--- config.mk ---
export PLATFORM = sky130hd
export DESIGN_NAME = sram_port_arbiter
export DESIGN_NICKNAME = d
export VERILOG_FILES = /design/src/rtl/sram_port_arbiter_pkg.sv /design/src/rtl/sram_port_arbiter_starve_cnt.sv /design/src/rtl/sram_port_arbiter.sv
export SDC_FILE = /design/constraint.sdc
export NUM_CORES = 1
export LEC_CHECK = 0
export BUFFER_PORTS_ARGS = -buffer_cell sky130_fd_sc_hd__buf_4
export CAP_MARGIN = 40
export CELL_PAD_IN_SITES_DETAIL_PLACEMENT = 0
export CELL_PAD_IN_SITES_GLOBAL_PLACEMENT = 2
export CORE_MARGIN = 10
export CORE_UTILIZATION = 10
export CTS_CLUSTER_SIZE = 25
export DETAILED_ROUTE_END_ITERATION = 12
export HOLD_SLACK_MARGIN = 0.05
export PLACE_DENSITY = 0.95
export SETUP_SLACK_MARGIN = 0.02
export SKIP_CTS_REPAIR_TIMING = 1
export SLEW_MARGIN = 15
export SYNTH_ARGS = -nofsm -noshare
export SYNTH_HDL_FRONTEND = slang
export SYNTH_HIERARCHICAL = 1
export SYNTH_SLANG_ARGS = --single-unit
--- constraint.sdc ---
create_clock -name clk -period 1.8 [get_ports clk]
set_input_delay 0.18 -clock clk [delete_from_list [all_inputs] [get_ports clk]]
set_output_delay 0.18 -clock clk [all_outputs]
set_load 0.01 [all_outputs]
--- src/rtl/sram_port_arbiter_pkg.sv ---
// Shared types and constants for the single-port SRAM arbiter.
// Holds the response-state encoding and the default starvation limit.
package sram_port_arbiter_pkg;

    typedef enum logic [1:0] {
        IDLE    = 2'd0,
        RESP_IF = 2'd1,
        RESP_DM = 2'd2
    } rsp_state_e;

    localparam int DEF_STARVE_LIMIT = 4;
    localparam int SRAM_DW          = 32;
    localparam int SRAM_BEW         = SRAM_DW / 8;

    function automatic logic is_read(input logic [SRAM_BEW-1:0] we);
        return we == '0;
    endfunction

endpackage

--- src/rtl/sram_port_arbiter_starve_cnt.sv ---
// Fetch starvation counter: counts consecutive denied fetch cycles
// and flags when the limit is reached so fetch can win one cycle.
module arb_starve_cnt
    import sram_port_arbiter_pkg::*;
#(
    parameter int LIMIT = DEF_STARVE_LIMIT
) (
    input  logic clk,
    input  logic rst,
    input  logic req,
    input  logic gnt,
    output logic at_limit
);

    localparam logic [3:0] LIM = 4'(LIMIT);

    logic [3:0] cnt_q;
    logic [3:0] cnt_d;

    always_comb begin
        cnt_d = cnt_q;
        if (!req || gnt) begin
            cnt_d = '0;
        end else if (cnt_q != LIM) begin
            cnt_d = cnt_q + 4'd1;
        end
    end

    always_ff @(posedge clk) begin
        if (rst) begin
            cnt_q <= '0;
        end else begin
            cnt_q <= cnt_d;
        end
    end

    assign at_limit = (cnt_q == LIM);

endmodule

--- src/rtl/sram_port_arbiter.sv ---
// Arbitrates fetch and data ports onto one SRAM, data first by default.
// Define ARB_STARVE_EN to let a starved fetch win one cycle at the limit.
module sram_port_arbiter
    import sram_port_arbiter_pkg::*;
#(
    parameter int STARVE_LIMIT = DEF_STARVE_LIMIT
) (
    input  logic                clk,
    input  logic                rst,
    input  logic                if_req,
    input  logic [31:0]         if_addr,
    output logic                if_gnt,
    output logic                if_rvalid,
    output logic [SRAM_DW-1:0]  if_rdata,
    input  logic                dm_req,
    input  logic [SRAM_BEW-1:0] dm_we,
    input  logic [31:0]         dm_addr,
    input  logic [SRAM_DW-1:0]  dm_wdata,
    output logic                dm_gnt,
    output logic                dm_rvalid,
    output logic [SRAM_DW-1:0]  dm_rdata,
    output logic                sram_en,
    output logic [SRAM_BEW-1:0] sram_we,
    output logic [31:0]         sram_addr,
    output logic [SRAM_DW-1:0]  sram_wdata,
    input  logic [SRAM_DW-1:0]  sram_rdata,
    output logic                stall_req
);

    logic       if_win;
    logic       dm_win;
    logic       starve_hit;
    rsp_state_e state_q;

`ifdef ARB_STARVE_EN
    arb_starve_cnt #(
        .LIMIT(STARVE_LIMIT)
    ) u_starve (
        .clk     (clk),
        .rst     (rst),
        .req     (if_req),
        .gnt     (if_gnt),
        .at_limit(starve_hit)
    );
`else
    logic unused_limit;
    assign unused_limit = ^STARVE_LIMIT;
    assign starve_hit   = 1'b0;
`endif

    always_comb begin
        if_win = if_req & (~dm_req | starve_hit);
        dm_win = dm_req & ~if_win;
    end

    assign if_gnt    = if_win;
    assign dm_gnt    = dm_win;
    assign stall_req = (if_req & ~if_win) | (dm_req & ~dm_win);

    always_comb begin
        sram_en    = 1'b0;
        sram_we    = '0;
        sram_addr  = '0;
        sram_wdata = '0;
        unique case (1'b1)
            if_win: begin
                sram_en   = 1'b1;
                sram_addr = if_addr;
            end
            dm_win: begin
                sram_en    = 1'b1;
                sram_we    = dm_we;
                sram_addr  = dm_addr;
                sram_wdata = dm_wdata;
            end
            default: ;
        endcase
    end

    // Records who owns the data the SRAM returns next cycle.
    always_ff @(posedge clk) begin
        if (rst) begin
            state_q <= IDLE;
        end else begin
            unique case (1'b1)
                if_win:                   state_q <= RESP_IF;
                dm_win && is_read(dm_we): state_q <= RESP_DM;
                default:                  state_q <= IDLE;
            endcase
        end
    end

    // Reset gates rvalid so a response in flight at reset is dropped.
    assign if_rvalid = ~rst & (state_q == RESP_IF);
    assign dm_rvalid = ~rst & (state_q == RESP_DM);
    assign if_rdata  = if_rvalid ? sram_rdata : '0;
    assign dm_rdata  = dm_rvalid ? sram_rdata : '0;

endmodule

==> results of run 1 <==
==> synthesized netlist by cell type <==
master	n	area (sq um)
nor3b_2	2	25.0
a22o_1	32	280
or2_1	1	6.26
dfxtp_1	2	40.0
buf_6	1	11.3
nor3_2	1	10.0
buf_4	3	22.5
buf_2	7	35.0
clkbuf_1	8	30.0
and2_1	101	632
or4b_1	1	10.0
nor2b_1	2	12.5
==> worst max-delay path: cells and delay by family, from the launching register on <==
| family | cells | cell delay, ps |
|---|---|---|
| buffers and inverters | 2 | 400 |
| flip-flops | 1 | 320 |
| AND/OR/NAND/NOR | 2 | 330 |
==> worst max-delay path by stage <==
| stage | slack [ps] | cells past startpoint | end | from |
|---|---|---|---|---|
| 2_1_floorplan | 670 | 3 | dm_rdata[22] | state_q[1]$_SDFF_PP0_ |
| 3_3_place_gp | 480 | 5 | sram_addr[17] | dm_req |
| 3_5_place_dp | 450 | 5 | sram_addr[17] | dm_req |
| 4_1_cts | 310 | 4 | if_rdata[13] | state_q[0]$_SDFF_PP0_ |
| 5_1_grt | 200 | 4 | dm_rdata[17] | state_q[1]$_SDFF_PP0_ |
| 6_report | 330 | 4 | dm_rdata[7] | state_q[1]$_SDFF_PP0_ |
==> layer usage <==
| layer | vias up | wire length, um |
|---|---|---|
| met5 | - | 0 |
| met4 | 0 | 127 |
| met3 | 8 | 1640 |
| met2 | 177 | 4510 |
| met1 | 918 | 3010 |
| li1 | 1057 | - |
==> cells by family after synthesis <==
logic type      count (synthesis)  share of synthesized area
compound gates                 32                      0.251
flops                           2                     0.0359
simple gates                  108                      0.624
buf+inv                        19                     0.0887
==> layout make-up <==
class,count,area [sq um],share of cell area
Clock buffer,3,41.3,0.0124
Multi-Input combinational cell,140,978,0.295
Sequential cell,2,40.0,0.0121
Tap cell,140,175,0.0527
Timing Repair Buffer,278,2090,0.628
==> power by group through the flow <==
stage	sequential (mW)	combinational [mW]	clock (mW)
after detailed placement	0.0470	0.640	0
final	0.0465	0.629	0.174
after global placement	0.0469	0.633	0
after global routing	0.0467	0.679	0.188
after floorplan	0.0469	0.201	0
after CTS	0.0465	0.642	0.182
==> per-stage QoR <==
step                      instance area [sq um]  cells  hold WS [ps]
after floorplan                            1110    161           249
after global placement                     3280    560           353
after detailed placement                   3280    560           355
after CTS                                  3320    563           134
after global routing                       3320    563           140
final                                      3320    563           139
==> qor.yml, run 1 <==
cts.clk_slew.worst_paths_ps: 30
drive_gt1_frac: 0.674
critPathRequiredTime_ps: 1620
syn2layout_area_growth_pct: 198
synth_nets: 297
cts_tree: "built"
avgSynthCellArea_sq_um: 6.92
powerDensity_nw_per_um2: 256
synth_warnings: 6
mostFrequentLayoutCell: "buf_4"
hp-class: "in2reg"
cts_buffer_depth: 2
p_sw_frac: 0.315
synth-seq-area-share: 0.0359
end_kind: "primary output"
finalCritPeriodShare: 0.814
grt_pass1_wl_mm: 13.4
syn_inst: 161
dp_hpwl_mm: 8.51
vias: 2160
die_y_um: 126
io_buffers: 273
relSlewSlack: 0.775
synth.distinct_cells: 12
final_hold_viol_count: 0
antenna_found_initial: 0
setup_viol: 0
seq_power_share: 0.055
crit_path_max_fanout: 33
drtIter0Drc: 42
clock.fmax_mhz: 682
top_usage_layer: "met2"
root_buffer: "clkbuf_8"
final_cell_mix: "278 x buf_4, 101 x and2_1, 32 x a22o_1, 3 x clkbuf_8"
drc_errors: 0
arrival_ps: 1290
die-area_sq_um: 15800
wl_per_cell_um: 16.5
maxSlewViolCount: 0
tightestPinTransition_ps: 338
final.setup.worst_slack_ps: 334
pwr-share-clk: 0.205
maxCapViolCount: 0
p_leak_nw: 1.86
netSwitchingPower_mw: 0.268
p_int_mw: 0.582
cts-buffers-inserted: 3
grt_pass1_vias: 2364
numClockSinks: 2
path_common_cell: "buf_4"
place_congestion: 0.847
path_cells: "nor3b_2, buf_4, and2_1, buf_4"
nFillCells: 1171
use_met2: 0.181
grtUsageMet3: 0.0756
grt_max_degree: 34
min_to: "state_q[1]$_SDFF_PP0_"
outcome: "finished clean"
rows: 38
die_w_um: 126
synth_seq_cells: 2
largest_reg_flops: 2
top_register: "state_q"
max_stage_delay_ps: 320
rsz0062_at_grt: "false"
diodes: 0
start_util: 0.102
grt-ovfl-total: 0
total_power_mw: 0.849
h-tree-depth: 1
grtUsageMet1: 0.0946
comb_power_share: 0.741
pre_cts_slack_ps: 452
slowest_stage: "dfxtp_1"
worstSetupPathType: "reg2out"
pin_count: 274
synthesis.area_sq_um: 1110
route.antenna.remaining_nets: 0
min_path_cells: 2
drt-total-wl_mm: 9.29
drtPass1Iterations: 4
core-area_sq_um: 10900
final_util: 0.305
gr-usage-all-layers: 0.104
vias_per_cell: 3.84
peakVddDrop_mv: 0.125
nets: 561
setup_tns_ps: 0
cp-start-kind: "register"
largestRegisters: "state_q x2"
min_period_ps: 1470
min-delay-start: "dm_we[2]"
Power figures use the tool's default switching activity.
==> run 2: changes to the inputs <==
--- a/config.mk
+++ b/config.mk
@@ -5,6 +5,7 @@
 export SDC_FILE = /design/constraint.sdc
 export NUM_CORES = 1
 export LEC_CHECK = 0
+export ABC_AREA = 1
 export BUFFER_PORTS_ARGS = -buffer_cell sky130_fd_sc_hd__buf_4
 export CAP_MARGIN = 40
 export CELL_PAD_IN_SITES_DETAIL_PLACEMENT = 0
==> constraint.sdc (replaced) <==
create_clock -name clk -period 1.3 [get_ports clk]
set_input_delay 0.13 -clock clk [delete_from_list [all_inputs] [get_ports clk]]
set_output_delay 0.13 -clock clk [all_outputs]
set_load 0.01 [all_outputs]
==> qor.yml, run 2 <==
outcome: "finished with violations"
violations: "negative setup slack"
setup_viol: 1
drt-total-wl_mm: 11.1
synth_top_family_by_area: "simple AND/OR/NAND/NOR gates"
cts.clk_slew.worst_paths_ps: 30
async_reset_ff_frac: 0
nets: 713
synth_compound_area_frac: 0
core-area_sq_um: 13900
cts_buffer_depth: 2
grt-ovfl-total: 0
final_hold_viol_count: 0
clock.fmax_mhz: 764
route.antenna.remaining_nets: 0
root_buffer: "clkbuf_16"
relSlewSlack: 0.819
synth-simple-area-share: 0.629
hp-class: "in2reg"
final_util: 0.296
powerDensity_nw_per_um2: 374
min_period_ps: 1310
synth_seq_cells: 2
place_congestion: 0.780
finalCritPeriodShare: 1.01
die_w_um: 139
grt_pass1_vias: 2799
crit_path_max_fanout: 8
synth.distinct_cells: 14
drtPass1Iterations: 4
synth_warnings: 6
gr-usage-all-layers: 0.0932
wl_per_cell_um: 14.7
drive_gt1_frac: 0.619
synthTopCellsByArea: "nand2_1 28%, inv_1 20%, nor2_1 18%"
drc_errors: 0
maxCapViolCount: 0
synth_commonest_cells: "104 x nand2_1, 75 x inv_1, 68 x nor2_1, 23 x nand3_1, 10 x buf_6"
vias: 2759
path_cells: "inv_2, nand3_4, clkbuf_16, nor2_2, buf_4"
max_stage_delay_ps: 320
arrival_ps: 1180
synth-seq-area-share: 0.0283
min_path_cells: 2
synth_flop_cell: "dfxtp_1"
cp-start-kind: "register"
synth_edf_count: 0
maxSlewViolCount: 0
antenna_found_initial: 0
placedCellCount: 746
rows: 43
start_util: 0.102
total_power_mw: 1.54
p_leak_nw: 2.58
avgSynthCellArea_sq_um: 4.60
synthesis.area_sq_um: 1420
slowest_stage: "dfxtp_2"
die-area_sq_um: 19300
largestRegisters: "state_q x2"
end_kind: "primary output"
tightestPinTransition_ps: 271
worstSetupPathType: "reg2out"
peakVddDrop_mv: 0.267
final_cell_mix: "251 x buf_4, 104 x nand2_1, 72 x inv_1, 30 x nor2_2, 27 x buf_6"
grt_pass1_wl_mm: 15.0
pin_count: 274
drtIter0Drc: 41
die_y_um: 139
dp_hpwl_mm: 8.91
io_buffers: 273
numClockSinks: 2
vias_per_cell: 3.65
fin_cells: 755
diodes: 0
syn2layout_area_growth_pct: 190
mostFrequentLayoutCell: "buf_4"
muxShareOfSynthArea: 0
final.setup.worst_slack_ps: -9.11
largest_reg_flops: 2
synth_nets: 444
yosysMostFrequentCell: "nand2_1"
cts_tree: "built"
critPathRequiredTime_ps: 1170
syn_inst: 308
h-tree-depth: 1
cts-buffers-inserted: 3
synth_top_cell_area_share: 0.276
synthAdderAreaFrac: 0
grt_max_degree: 46
synth_xor_area_frac: 0
synth_top_area_cell: "nand2_1"
rsz0062_at_grt: "true"
top_register: "state_q"
-- run 2: critical path: cells and delay by family (launching register included) --
family / cells / cell delay (ps)
buffers and inverters: 3 / 410
AND/OR/NAND/NOR: 2 / 220
flip-flops: 1 / 320
-- run 2: final timing paths --
kind,slack [ps],end,startpoint
setup / recovery,-9,if_rdata[12],state_q[1]$_SDFF_PP0_
hold / removal,100,state_q[0]$_SDFF_PP0_,rst
-- run 2: final cells by class --
type,instances,area (sq um)
clock buffers,3,75.1
fillers,1548,9770
well taps,180,225
inverters,77,294
repair buffers,286,2370
multi-input cells,207,1110
flip-flops and latches,2,42.5
-- run 2: stage by stage --
step	instance area [sq um]	hold slack [ps]	TNS, ps	setup WS [ps]
CTS	3680	106	-65.3	-65.3
global placement	3600	327	0	176
detailed placement	3600	334	0	165
floorplan	1420	207	0	356
finish	4110	99.4	-9.11	-9.11
global route	4110	107	-1230	-76.2
-- run 2: kinds of logic after synthesis --
group         Yosys count
simple gates          207
flops                   2
buf+inv                99
-- run 2: report_power, final --
part	switching [mW]	internal, mW	total (mW)
sequential	0.00174	0.0638	0.0655
clock	0.0654	0.391	0.456
combinational	0.458	0.559	1.02
total	0.525	1.01	1.54
-- run 2: layer usage --
metal	up-vias	share of wire	global-route usage
met5	-	0	0
met4	0	0.016	0.0132
met3	10	0.13	0.0538
met2	179	0.51	0.167
met1	1171	0.34	0.0934
li1	1399	-	-
==> run 3: changes to the inputs <==
==> constraint.sdc (replaced) <==
create_clock -name clk -period 1.5 [get_ports clk]
set_input_delay 0.15 -clock clk [delete_from_list [all_inputs] [get_ports clk]]
set_output_delay 0.15 -clock clk [all_outputs]
set_load 0.01 [all_outputs]
==> qor.yml, run 3 (same netlist as run 2, synthesis figures left out) <==
finalCritPeriodShare: 0.924
antenna_found_initial: 0
tightestPinTransition_ps: 400
largestRegisters: "state_q x2"
gr-usage-all-layers: 0.0911
min_period_ps: 1390
drtPass1Iterations: 6
relSlewSlack: 0.733
start_util: 0.102
cts_buffer_depth: 2
vias: 2650
drive_gt1_frac: 0.526
end_kind: "primary output"
top_usage_layer: "met2"
crit_path_max_fanout: 16
cp-start-kind: "register"
cts_tree: "built"
syn2layout_area_growth_pct: 160
rows: 43
grtUsageMet1: 0.0925
dp_hpwl_mm: 8.71
setup_tns_ps: 0
peakVddDrop_mv: 0.275
placedCellCount: 741
drc_errors: 0
die_y_um: 139
route.antenna.remaining_nets: 0
core-area_sq_um: 13900
mostFrequentLayoutCell: "buf_4"
cts.clk_slew.worst_paths_ps: 30
die-area_sq_um: 19300
die_w_um: 139
nets: 706
maxSlewViolCount: 0
h-tree-depth: 1
p_leak_nw: 2.47
numClockSinks: 2
grt-ovfl-total: 0
grt_pass1_vias: 2724
grtUsageMet3: 0.0497
rsz0062_at_grt: "false"
nFillCells: 1592
maxCapViolCount: 0
drt-total-wl_mm: 10.8
wl_per_cell_um: 14.4
outcome: "finished clean"
largest_reg_flops: 2
arrival_ps: 1240
fin_cells: 748
vias_per_cell: 3.54
cts-buffers-inserted: 3
top_register: "state_q"
final_cell_mix: "274 x buf_4, 104 x nand2_1, 73 x inv_1, 68 x nor2_1, 23 x nand3_1"
hp-class: "in2reg"
powerDensity_nw_per_um2: 349
drtIter0Drc: 39
io_buffers: 273
use_met2: 0.161
root_buffer: "clkbuf_16"
pin_count: 274
worstSetupPathType: "reg2out"
place_congestion: 0.770
diodes: 0
grt_pass1_wl_mm: 14.5
grt_max_degree: 39
critPathRequiredTime_ps: 1350
clock.fmax_mhz: 722
final_hold_viol_count: 0
setup_viol: 0
[run 3: cell count changes in the layout (fill, tap and decap cells not counted)]
cell,before,now
buf_12,4,1
buf_4,251,274
buf_6,27,0
clkbuf_16,7,3
inv_1,72,73
inv_2,4,1
inv_4,0,2
nand3_4,2,6
nor2_1,19,68
nor2_2,30,0
nor2_4,19,0
[run 3: path summary, 6_finish.rpt]
check             startpoint                    end  cells past startpoint
max    state_q[1]$_SDFF_PP0_           if_rdata[18]                      4
min                      rst  state_q[0]$_SDFF_PP0_                      2
[run 3: metal layers]
layer | part of all wire | wire length, um | vias to the layer above
li1 | - | - | 1390
met1 | 0.37 | 3940 | 1073
met2 | 0.49 | 5320 | 181
met3 | 0.13 | 1400 | 6
met4 | 0.0088 | 95 | 0
met5 | 0 | 0 | -
[run 3: final cells by class]
class	instances	area [sq um]	area share
Timing Repair Buffer	275	2080	0.564
Multi-Input combinational cell	211	961	0.261
Inverter	77	299	0.0813
Tap cell	180	225	0.0612
Clock buffer	3	75.1	0.0204
Sequential cell	2	42.5	0.0116
[run 3: critical path: stages (launching register included)]
cell	delay, ps
dfxtp_2	370
inv_4	130
nand3_4	200
nor2_1	170
buf_4	140
[run 3: power breakdown]
| part | total (mW) | internal, mW | switching, mW |
|---|---|---|---|
| logic | 0.825 | 0.456 | 0.368 |
| registers | 0.0599 | 0.0553 | 0.00458 |
| clock network | 0.399 | 0.339 | 0.0601 |
[run 3: metrics by stage]
| stage | cell area, sq um | worst slack [ps] | power, mW | hold slack, ps | util |
|---|---|---|---|---|---|
| 6_report | 3680 | 115 | 1.28 | 110 | 0.265 |
| 2_1_floorplan | 1420 | 536 | 0.363 | 227 | - |
| 3_3_place_gp | 3530 | 234 | 0.889 | 348 | 0.254 |
| 5_1_grt | 3680 | 33.1 | 1.38 | 111 | 0.265 |
| 4_1_cts | 3600 | 6.62 | 1.30 | 115 | 0.260 |
| 3_5_place_dp | 3530 | 242 | 0.886 | 344 | 0.254 |
